**config.mk**
```make
export PLATFORM = sky130hd
export DESIGN_NAME = puzzle2_range_feeder
export DESIGN_NICKNAME = d
export VERILOG_FILES = /design/src/rtl/puzzle2_range_feeder.sv
export SDC_FILE = /design/constraint.sdc
export NUM_CORES = 1
export LEC_CHECK = 0
export BUFFER_PORTS_ARGS = -buffer_cell sky130_fd_sc_hd__buf_2
export CAP_MARGIN = 20
export CORE_UTILIZATION = 55
export DETAILED_ROUTE_END_ITERATION = 16
export MAX_ROUTING_LAYER = met4
export PLACE_DENSITY = 0.74
export SLEW_MARGIN = 20
export SYNTH_ARGS = -nofsm -noshare
export SYNTH_HDL_FRONTEND = slang
export SYNTH_SLANG_ARGS = --single-unit
```
**constraint.sdc**
```tcl
create_clock -name clk -period 12.35 [get_ports clk]
set_input_delay 3.705 -clock clk [delete_from_list [all_inputs] [get_ports clk]]
set_output_delay 3.705 -clock clk [all_outputs]
set_load 0.02 [all_outputs]
```
**src/rtl/puzzle2_range_feeder.sv**
```systemverilog
// puzzle2_range_feeder
//
// Front-end for the day-2 invalid-ID summing datapath. Parses an ASCII stream
// of comma-separated "lo-hi" decimal ranges, terminated by a newline, into
// unsigned WIDTH-bit bounds. Each valid range is handed to the range checker
// one at a time. Upstream bytes are back-pressured while a range is waiting.
//
// Ports:
//   clk          - single clock, all logic on the rising edge
//   reset        - synchronous, active-high reset
//   char_valid   - input byte valid
//   char_data    - ASCII input byte
//   char_ready   - feeder accepts a byte this cycle (decoded from state only)
//   range_ready  - checker accepts the presented range this cycle
//   wr_en        - range valid, held until accepted
//   id1 / id2    - range low / high bound
//   range_count  - ranges emitted since reset (wraps)
//   done         - sticky, input fully parsed and last range accepted
//   error        - sticky, malformed input or numeric overflow

module puzzle2_range_feeder #(
  parameter int WIDTH = 64,
  parameter int CNT_W = 16
) (
  input  logic             clk,
  input  logic             reset,
  input  logic             char_valid,
  input  logic [7:0]       char_data,
  output logic             char_ready,
  input  logic             range_ready,
  output logic             wr_en,
  output logic [WIDTH-1:0] id1,
  output logic [WIDTH-1:0] id2,
  output logic [CNT_W-1:0] range_count,
  output logic             done,
  output logic             error
);

  localparam logic [2:0] ST_LO   = 3'd0;
  localparam logic [2:0] ST_HI   = 3'd1;
  localparam logic [2:0] ST_EMIT = 3'd2;
  localparam logic [2:0] ST_DONE = 3'd3;
  localparam logic [2:0] ST_ERR  = 3'd4;

  localparam logic [7:0] CH_MINUS = 8'h2D;
  localparam logic [7:0] CH_COMMA = 8'h2C;
  localparam logic [7:0] CH_LF    = 8'h0A;
  localparam logic [7:0] CH_CR    = 8'h0D;
  localparam logic [7:0] CH_SPACE = 8'h20;

  logic [2:0]       state;
  logic [WIDTH-1:0] acc;
  logic             seen;
  logic             last_comma;

  logic             take;
  logic             is_digit;
  logic             is_ignored;
  logic             is_term;
  logic [WIDTH+3:0] acc_ext;
  logic [WIDTH+3:0] acc_next;
  logic             overflow;

  // Byte classification and the decimal accumulate step. The multiply by ten
  // is done as two shifts at WIDTH+4 bits so any carry out of WIDTH bits is
  // visible as overflow rather than silently wrapping.
  always_comb begin
    is_digit   = (char_data >= 8'h30) && (char_data <= 8'h39);
    is_ignored = (char_data == CH_CR) || (char_data == CH_SPACE);
    is_term    = (char_data == CH_COMMA) || (char_data == CH_LF);
    acc_ext    = {4'b0000, acc};
    acc_next   = (acc_ext << 3) + (acc_ext << 1) + {{WIDTH{1'b0}}, char_data[3:0]};
    overflow   = |acc_next[WIDTH+3:WIDTH];
  end

  // Ready depends only on the state register (and is masked during reset) so
  // it never forms a combinational path from char_valid.
  assign char_ready = !reset && ((state == ST_LO) || (state == ST_HI));
  assign take       = char_valid && char_ready;

  // Main parser. LO and HI share the digit/whitespace handling; they differ
  // only in which separator they accept and what happens on it.
  always_ff @(posedge clk) begin
    if (reset) begin
      state       <= ST_LO;
      acc         <= '0;
      seen        <= 1'b0;
      last_comma  <= 1'b0;
      wr_en       <= 1'b0;
      id1         <= '0;
      id2         <= '0;
      range_count <= '0;
      done        <= 1'b0;
      error       <= 1'b0;
    end else begin
      case (state)
        ST_LO, ST_HI: begin
          if (take) begin
            if (is_digit) begin
              if (overflow) begin
                state <= ST_ERR;
                error <= 1'b1;
              end else begin
                acc  <= acc_next[WIDTH-1:0];
                seen <= 1'b1;
              end
            end else if (is_ignored) begin
              state <= state;
            end else if (state == ST_LO) begin
              if ((char_data == CH_MINUS) && seen) begin
                id1   <= acc;
                acc   <= '0;
                seen  <= 1'b0;
                state <= ST_HI;
              end else if ((char_data == CH_LF) && !seen) begin
                // Empty line or trailing comma ends the input cleanly.
                state <= ST_DONE;
                done  <= 1'b1;
              end else begin
                state <= ST_ERR;
                error <= 1'b1;
              end
            end else begin
              if (is_term && seen) begin
                id2        <= acc;
                acc        <= '0;
                seen       <= 1'b0;
                last_comma <= (char_data == CH_COMMA);
                if (id1 <= acc) begin
                  state <= ST_EMIT;
                  wr_en <= 1'b1;
                end else if (char_data == CH_COMMA) begin
                  // Inverted range is dropped without a bubble.
                  state <= ST_LO;
                end else begin
                  state <= ST_DONE;
                  done  <= 1'b1;
                end
              end else begin
                state <= ST_ERR;
                error <= 1'b1;
              end
            end
          end
        end

        ST_EMIT: begin
          if (range_ready) begin
            wr_en       <= 1'b0;
            range_count <= range_count + 1'b1;
            acc         <= '0;
            seen        <= 1'b0;
            if (last_comma) begin
              state <= ST_LO;
            end else begin
              state <= ST_DONE;
              done  <= 1'b1;
            end
          end
        end

        default: begin
          state <= state;
        end
      endcase
    end
  end

endmodule

```
# == After elaboration in Yosys (flattened, before gate mapping) ==
# Index checks and enable logic that the tools add are counted.
# classes
n_addsub,3
n_lt_le_gt_ge,3
eq_ne,30
mux,57
bitwise,3
reduce_logical,23
# op_table
op,count
$mux 64,8
$pmux 64 s2,1
$add 67x65->68,1
$add 68x4->68,1
$le 64x64->1,1
$ne 3x3->1 const B,11
$mux 1,32
$mux 3,9
$eq 8x6->1 const B,3
$ne 2x2->1 const B,9
$add 16x1->16 const B,1
$eq 8x4->1 const B,2
$reduce_and 7->1,2
$reduce_and 6->1,2
$reduce_and 11->1,1
$ge 8x6->1 const B,1
$le 8x6->1 const B,1
$ne 4x4->1 const B,2
$reduce_and 8->1,1
$logic_and 1x1->1,6
$mux 2,3
$pmux 1 s2,3
$pmux 3 s2,1
$reduce_and 5->1,1
other kinds (11),16
# totals
reg_bits,216
in_bits,12
out_inout_bits,148
word_cells,129

# == Depth between registers and ports, before layout ==
# Gate-level depths: netlist of run 1.
# depth
ltp_word,9
depth_mapped,17
mapped_depth_nobuf,15

# == Worst setup path before layout of run 1 ==
# No wires, ideal clock.
# synth_timing
path_kind,input-to-output
from,input reset
to,output char_ready
arrival_time_ps,4382
required_ps,8645
slack_ps,4263
stages,2
cell_sequence,clkbuf_1 nor3_1
# synth_via
elab_chain_cells,2
# synth_lines
item,line,source
from (decl),26,"input logic reset,"
$logic_not 1->1,78,assign char_ready = !reset && ((state == ST_LO) || (state == ST_HI));
$logic_and 1x1->1,78,
to (decl),29,"output logic char_ready,"
# Every way passes these cells.

# == Worst setup path in the final report of run 1 ==
# Same ends and word-level chain as after synthesis.

==> flow_metrics.tcl, run 1 <==
set metrics [dict create \
    wl_met2_um 17000 \
    async_reset_ff_frac 0 \
    final_common_cell "nand2_1" \
    grt_max_degree 82 \
    ys_seq_area_frac 0.313 \
    dr.max_layer_used "met4" \
    layout-drive-gt1-share 0.125 \
    cts_hold_buf 0 \
    hold_viol_final 0 \
    worstSetupStartpointType "primary input" \
    arrival_ns 4.77 \
    synth-simple-area-share 0.174 \
    diodes 0 \
    start_util 0.564 \
    hp-class "reg -> reg" \
    wl_um 36700 \
    synth_edf_count 0 \
    max-cap-violations 0 \
    io_buffers 159 \
    insertion_delay_ns 0.53 \
    cts_tree "done" \
    syn_area_um2 13800 \
    synth_top_family_by_area "compound AO/OA/AOI/OAI gates" \
    h-tree-depth 1 \
    dp_hpwl_um 26600 \
    synth_xor_area_frac 0.0470 \
    die_x_um 160 \
    status "completed" \
    crit_fanout 81 \
    grt_pass1_vias 12100 \
    peakVddDrop_v 0.0000907 \
    drt_iter0_markers 1083 \
    drt_pass1_iterations 6 \
    wl_met1_um 17200 \
    postSynthAreaPerCell_um2 7.97 \
    grt_use_total 0.288 \
    final_cell_mix "nand2_1, a21oi_1, dfxtp_1, ha_1, buf_2" \
    clk_pin_slew_ns 0.06 \
    clock_path_buffers 3 \
    synth.ff_latch_count 216 \
    antenna_left 0 \
    grt_pass1_wl_um 60300 \
    cts_resized 0 \
    cts.sinks 216 \
    vias 12728 \
    place_congestion 0.945 \
    viasPerCell 5.83 \
    area_delta_synth_final_pct 12.7 \
    fin_crit_sh 0.686 \
    rows 57 \
    final.min_clock_period_ns 8.47 \
    synth_fp_nets 1938 \
    max_freq_mhz 118 \
    holdWs_ns 0.450 \
    io_pins 160 \
    cp-end-kind "output pin" \
    worst-endpoint-required_ns 8.64 \
    wire_per_inst_um 16.8 \
    finClkSkew_ns 0.0107 \
    clock-root-buffer "clkbuf_16" \
    synthAdderAreaFrac 0.177 \
    synth_compound_area_frac 0.234 \
    ys_types 66 \
    leakage_uw 0.00736 \
    synth_flop_cell "dfxtp_1" \
    core_area_um2 24500 \
    cts_buffers 25 \
    drcViolationCount 0 \
    p_per_area_nw_per_um2 97.8 \
    synth_mux_area_frac 0.00145 \
    multiInputGateArea_um2 8760 \
    final_nets 2048 \
    finalSetupViolations 0 \
    setup_tns_ns 0 \
    syn_inst 1732 \
    worst_pin_slew_ns 0.881 \
    crit_type "in -> out" \
    seq_area_um2 4320 \
    die_h_um 160 \
    slew_headroom 0.407 \
    yosys_warnings 0 \
    cts_setup_buffers 0 \
    antenna_found_initial 0 \
    grt_overflow_total 0 \
    wl_met3_um 1610 \
    fillers 2188 \
    die_area_um2 25700 \
    final_max_slew_viol_count 0 \
    rsz0062_at_grt "no" \
    fin_total_pwr_uw 1520 \
]
==> cell type report <==
class,count,area share
Multi-Input combinational cell,1338,0.564
Sequential cell,216,0.278
Timing Repair Buffer,169,0.0562
Clock buffer,34,0.0469
Tap cell,324,0.0261
Inverter,92,0.0222
Clock inverter,11,0.00700
==> routing by layer <==
layer / vias up / global-route usage
met5: - / -
met4: 0 / 0.0835
met3: 56 / 0.0294
met2: 307 / 0.462
met1: 6028 / 0.382
li1: 6337 / -
==> logic make-up (layout without fill, tap and decap cells) <==
group / count (synthesis) / in the layout
xor gates and xnor gates: 74 / 74
adders and majority gates: 194 / 194
DFF: 216 / 216
AOI/OAI and AO/OA: 511 / 511
buffers and inverters: 178 / 306
and+or+nand+nor: 557 / 557
muxes: 2 / 2
==> worst paths after layout <==
kind / start / cells after the start / to / slack [ns]
setup / recovery: reset / 3 / char_ready / 3.88
hold / removal: id2[61]$_SDFFE_PP0P_ / 2 / id2[61]$_SDFFE_PP0P_ / 0.45
setup reg to reg: acc[0]$_SDFFE_PP0P_ / 15 / acc[25]$_SDFFE_PP0P_ / 7.45
hold reg to reg: id2[61]$_SDFFE_PP0P_ / 2 / id2[61]$_SDFFE_PP0P_ / 0.45
==> Yosys cell counts, types with 12 or more instances <==
library cell  number  area [um2]
a21o_1            62         465
a21oi_1          238        1190
a22o_1            64         561
a31oi_1           14        87.6
clkbuf_1          71         267
dfxtp_1          216        4320
ha_1             192        2400
inv_1             92         345
nand2_1          346        1300
nand3_1           23         115
nand4_1           32         200
nor2_1            77         289
nor3_1            18        90.1
o21a_1            12        90.1
o21ai_0           51         255
xnor2_1           42         368
xor2_1            32         280
==> metrics by stage <==
stage / std cells / setup slack, ns / cell area (um2) / utilization
after detailed placement: 2139 / 3.88 / 14700 / 0.601
after floorplan: 1732 / 4.26 / 13800 / -
final: 2184 / 3.88 / 15600 / 0.636
after global routing: 2184 / 3.81 / 15600 / 0.636
after CTS: 2184 / 3.88 / 15600 / 0.636
after global placement: 2139 / 3.86 / 14700 / 0.601
==> power by group <==
part	internal, uW	total (uW)	switching, uW
clock	453	753	300
sequential	701	707	6.38
combinational	17.1	60.8	43.7
==> worst max-delay path: stages <==
cell and delay (ns):
buf_4 0.63, nor3_1 0.16, buf_2 0.21
==> registers in the layout, indices dropped and copies added, names as in the netlist <==
signal	cells
last_comma	1
error	1
seen	1
range_count	16
id1	64
id2	64
wr_en	1
state	3
acc	64
done	1
Note: power is estimated with default switching activity, not from simulation.
==> run 2: changes to the inputs <==
Settings changed: CORE_UTILIZATION 55 to 54, PLACE_DENSITY 0.74 to 0.76.
Clock period 12.35 ns to 7.1 ns, I/O delays scaled along.
==> run 2 against run 1 <==
Clock-buffer cell count rose by 3; cell count rose by 0.23%; flip-flop and latch count did not move; first-iteration DRC count fell by 5.5%; critical path depth rose by 14; clock power rose by 74%; largest power group unchanged; critical path type is now in -> reg; sequential share of layout area barely moved; sequential power rose by 74%; wire length rose by 0.25%; die area rose by 1.8%; non-clock buffer count rose by 2.
==> flow_metrics.tcl, run 2 (same netlist as run 1, synthesis figures left out) <==
set metrics [dict create \
    die_x_um 162 \
    antenna_found_initial 0 \
    hold_viol_final 0 \
    crit_top_cell "inv_1" \
    path_cells "buf_2 > inv_1 > fa_1 > inv_1 > ha_1 > a21o_1 > and4_1 > o21ai_1 > nand3_1 > a211oi_2 > o31ai_1 > a41oi_1 > xnor2_1 > or4_4 > a32o_2 > buf_4 > a22o_1" \
    cts_resized 0 \
    h-tree-depth 1 \
    place_congestion 0.935 \
    holdWs_ns 0.448 \
    rows 58 \
    max-cap-violations 0 \
    final_cell_mix "nand2_1, a21oi_1, dfxtp_1, ha_1, buf_2" \
    cts_hold_buf 0 \
    io_buffers 159 \
    drcViolationCount 0 \
    crit_type "in -> reg" \
    path_depth 17 \
    viasPerCell 5.84 \
    hp-class "reg -> reg" \
    grt_use_total 0.287 \
    dr.max_layer_used "met4" \
    grt_pass1_vias 12231 \
    fin_crit_sh 0.851 \
    dp_slack_ns 0.564 \
    worst_pin_slew_ns 0.947 \
    max_freq_mhz 166 \
    vias 12777 \
    drt_pass1_iterations 5 \
    final_common_cell "nand2_1" \
    wire_per_inst_um 16.8 \
    rsz0062_at_grt "no" \
    cp_num_buf_inv 4 \
    dp_hpwl_um 27600 \
    grt_max_degree 90 \
    finClkSkew_ns 0.0170 \
    wl_met2_um 17200 \
    ff2ff_path_depth 16 \
    setup_tns_ns 0 \
    cp-startpoint "char_data[3]" \
    p_per_area_nw_per_um2 170 \
    clock_path_buffers 3 \
    io_pins 160 \
    worstSetupStartpointType "primary input" \
    diodes 0 \
    finalSetupViolations 0 \
    reg2reg_slack_ns 2.34 \
    biggestRegsByFlops "acc (64), id1 (64), id2 (64)" \
    antenna_left 0 \
    grt_pass1_wl_um 61000 \
    fillers 2268 \
    dpl-instance-area_um2 14700 \
    seq_area_um2 4320 \
    crit_fanout 35 \
    layout-drive-gt1-share 0.122 \
    clk_pin_slew_ns 0.06 \
    wl_met1_um 17400 \
    final.min_clock_period_ns 6.04 \
    crit_path_end "acc[54]$_SDFFE_PP0P_" \
    design_area_um2 15600 \
    multiInputGateArea_um2 8760 \
    worst_slack_ns 1.06 \
    start_util 0.550 \
    cts_setup_buffers 0 \
    wl_met3_um 1600 \
    die_area_um2 26200 \
    insertion_delay_ns 0.52 \
    cts_buffers 24 \
    wl_um 36800 \
    core_area_um2 25100 \
    drt_iter0_markers 1023 \
    cp-end-kind "flip-flop" \
    cts_tree "done" \
    arrival_ns 6.44 \
    clock-root-buffer "clkbuf_16" \
    leakage_uw 0.00735 \
    final_nets 2049 \
    reg2reg_to "acc[54]$_SDFFE_PP0P_" \
    area_delta_synth_final_pct 12.8 \
    timing.rr.start "acc[0]$_SDFFE_PP0P_" \
    status "completed" \
    final_max_slew_viol_count 0 \
    peakVddDrop_v 0.000132 \
    grt_overflow_total 0 \
    worst-endpoint-required_ns 7.50 \
    cts.sinks 216 \
    critical_path.top_delay_family "compound AO/OA/AOI/OAI gates" \
    slew_headroom 0.368 \
    crit_path_max_incr_delay_ns 0.60 \
    die_h_um 162 \
    crit_path_top_delay_cell "fa_1" \
]
## run 2: changes by cell type in the layout (fill, tap and decap cells not counted)
cell | previous run | this run
bufinv_16 | 2 | 3
clkinv_2 | 8 | 2
clkbuf_1 | 2 | 6
clkbuf_8 | 7 | 6
buf_4 | 11 | 13
inv_6 | 1 | 0
## run 2: where the power goes
group	internal, uW	switching [uW]
Clock	812	499
Combinational	30.7	75.7
Sequential	1220	10.6
## run 2: worst min path at each step
stage,startpoint,to,cells past startpoint
after floorplan,last_comma$_SDFFE_PP0P_,last_comma$_SDFFE_PP0P_,2
after global placement,id2[51]$_SDFFE_PP0P_,id2[51]$_SDFFE_PP0P_,2
after detailed placement,id2[54]$_SDFFE_PP0P_,id2[54]$_SDFFE_PP0P_,2
after CTS,id2[54]$_SDFFE_PP0P_,id2[54]$_SDFFE_PP0P_,2
after global routing,id2[63]$_SDFFE_PP0P_,id2[63]$_SDFFE_PP0P_,2
final,id2[27]$_SDFFE_PP0P_,id2[27]$_SDFFE_PP0P_,2
## run 2: layout make-up
| cell class | instances | area share |
|---|---|---|
| repair buffers | 171 | 0.0571 |
| clock buffers | 37 | 0.0469 |
| clock inverters | 5 | 0.00643 |
| inverters | 92 | 0.0222 |
| well taps | 330 | 0.0265 |
| flip-flops and latches | 216 | 0.278 |
| multi-input cells | 1338 | 0.563 |
## run 2: stage by stage
step / utilization / instances / total power (uW)
3_5_place_dp: 0.587 / 2147 / 1360
4_1_cts: 0.620 / 2189 / 2660
5_1_grt: 0.620 / 2189 / 2730
3_3_place_gp: 0.587 / 2147 / 1360
2_1_floorplan: - / 1732 / 1330
6_report: 0.620 / 2189 / 2650
## run 2: layer usage
layer	track usage	vias up
li1	-	6346
met1	0.384	6062
met2	0.468	319
met3	0.0296	50
met4	0.0630	0
met5	-	-
## run 2: worst register-to-register path, delay by kind of cell (launching register included)
kind	cells	cell delay, ns
flops	1	0.47
simple gates	3	0.98
xor+xnor	1	0.09
compound gates	7	1.86
fa+ha+maj	2	0.85
buf+inv	3	0.41
==> run 3: changes to the inputs <==
Settings changed: CAP_MARGIN 20 to 30, PLACE_DENSITY 0.76 to 0.78.
==> run 3 against run 2 <==
The run now ends with design-rule violations left; utilization down 0.20 points; critical path depth fell by 1; first-iteration DRC count shrank 13%; clock power is 5% lower; total power decreased by 2.2%; highest routed layer unchanged.
==> flow_metrics.tcl, run 3 (same netlist as run 1, synthesis figures left out) <==
set metrics [dict create \
    crit_fanout 65 \
    p_sw_uw 590 \
    leakage_uw 0.00732 \
    grt_pass1_wl_um 59900 \
    worst_pin_slew_ns 0.961 \
    layout-drive-gt1-share 0.122 \
    grt_use_total 0.281 \
    hp-class "reg -> reg" \
    die_h_um 162 \
    seq_power_share 0.475 \
    clock-root-buffer "clkbuf_16" \
    cts_setup_buffers 0 \
    drt_iter0_markers 891 \
    area_delta_synth_final_pct 12.4 \
    busiest_layer "met2" \
    die_area_um2 26200 \
    cts_resized 0 \
    dp_slack_ns 0.473 \
    dpl-instance-area_um2 14700 \
    dp_hpwl_um 26800 \
    worstSetupStartpointType "primary input" \
    clk_pin_slew_ns 0.06 \
    cts_buffers 25 \
    io_pins 160 \
    status "finished with violations" \
    antenna_left 0 \
    diodes 0 \
    fin_total_pwr_uw 2590 \
    die_x_um 162 \
    max-cap-violations 0 \
    p_per_area_nw_per_um2 167 \
    design_area_um2 15500 \
    setup_tns_ns 0 \
    place_congestion 0.935 \
    max_freq_mhz 163 \
    final_common_cell "nand2_1" \
    rsz0062_at_grt "no" \
    worst-endpoint-required_ns 7.51 \
    cts_hold_buf 0 \
    worst_slack_ns 0.983 \
    final_nets 2048 \
    cts_tree "done" \
    crit_type "in -> reg" \
    slew_headroom 0.359 \
    finalSetupViolations 0 \
    h-tree-depth 1 \
    peakVddDrop_v 0.000154 \
    swShare 0.228 \
    drt_pass1_iterations 11 \
    cp-end-kind "flip-flop" \
    final_cell_mix "nand2_1, a21oi_1, dfxtp_1, ha_1, buf_2" \
    power.share.clock 0.485 \
    arrival_ns 6.52 \
    final_max_slew_viol_count 0 \
    finClkSkew_ns 0.0132 \
    wl_um 36200 \
    violations "design-rule violations" \
    grt_pass1_vias 12251 \
    grt_overflow_total 0 \
    fin_crit_sh 0.862 \
    antenna_found_initial 0 \
    seq_area_um2 4320 \
    cts.sinks 216 \
    biggestRegsByFlops "acc (64), id1 (64), id2 (64)" \
    p_comb_frac 0.040 \
    core_area_um2 25100 \
    hold_viol_final 0 \
    drcViolationCount 2 \
    grt_use_met1 0.365 \
    use_met3 0.0319 \
    final.min_clock_period_ns 6.12 \
    multiInputGateArea_um2 8760 \
    final_util 0.618 \
    rows 58 \
    vias 12713 \
    start_util 0.550 \
    internal_power_uw 2000 \
    gr-usage-met2 0.462 \
    clock_path_buffers 3 \
    wire_per_inst_um 16.5 \
    grt_max_degree 91 \
    insertion_delay_ns 0.52 \
    fillers 2256 \
    viasPerCell 5.81 \
    io_buffers 159 \
]
==> run 3: layer usage <==
| layer | wire [um] | part of all wire | up-vias |
|---|---|---|---|
| li1 | - | - | 6342 |
| met1 | 16700 | 0.46 | 5997 |
| met2 | 17000 | 0.47 | 314 |
| met3 | 1590 | 0.044 | 60 |
| met4 | 958 | 0.026 | 0 |
| met5 | 0 | 0 | - |
==> run 3: worst paths after layout <==
check | endpoint | from | cells past startpoint | slack [ns]
worst max-delay path | acc[28]$_SDFFE_PP0P_ | char_data[3] | 16 | 0.98
worst min-delay path | id2[44]$_SDFFE_PP0P_ | id2[44]$_SDFFE_PP0P_ | 2 | 0.45
worst max register to register | acc[28]$_SDFFE_PP0P_ | acc[0]$_SDFFE_PP0P_ | 15 | 2.26
worst min register to register | id2[44]$_SDFFE_PP0P_ | id2[44]$_SDFFE_PP0P_ | 2 | 0.45
==> run 3: through the flow <==
stage | std cells | hold WS [ns]
floorplan | 1732 | 0.462
global placement | 2145 | 0.439
detailed placement | 2145 | 0.444
CTS | 2189 | 0.452
global route | 2189 | 0.467
finish | 2189 | 0.449
==> run 3: area by class of cell <==
| cell class | count | area share |
|---|---|---|
| Clock buffer | 34 | 0.0444 |
| Clock inverter | 10 | 0.00677 |
| Inverter | 92 | 0.0223 |
| Multi-Input combinational cell | 1338 | 0.565 |
| Sequential cell | 216 | 0.279 |
| Tap cell | 330 | 0.0266 |
| Timing Repair Buffer | 169 | 0.0563 |
==> run 3: critical path, cell delays in order <==
cell and delay (ns):
buf_2 0.12, inv_1 0.07, fa_1 0.52, fa_1 0.47, nand2b_1 0.18, a21oi_1 0.25, o211ai_1 0.15, nand3_1 0.19
o22a_1 0.29, a41o_1 0.31, a31oi_2 0.12, xnor2_1 0.14, or4_4 0.58, a32o_2 0.28, buf_4 0.33, a22o_1 0.33
==> run 3: power by group through the flow <==
stage / Sequential, uW / Combinational [uW] / Clock [uW]
after floorplan: 1260 / 78.8 / 0
after global placement: 1260 / 103 / 0
after detailed placement: 1260 / 104 / 0
after CTS: 1230 / 105 / 1280
after global routing: 1230 / 116 / 1320
final: 1230 / 104 / 1250
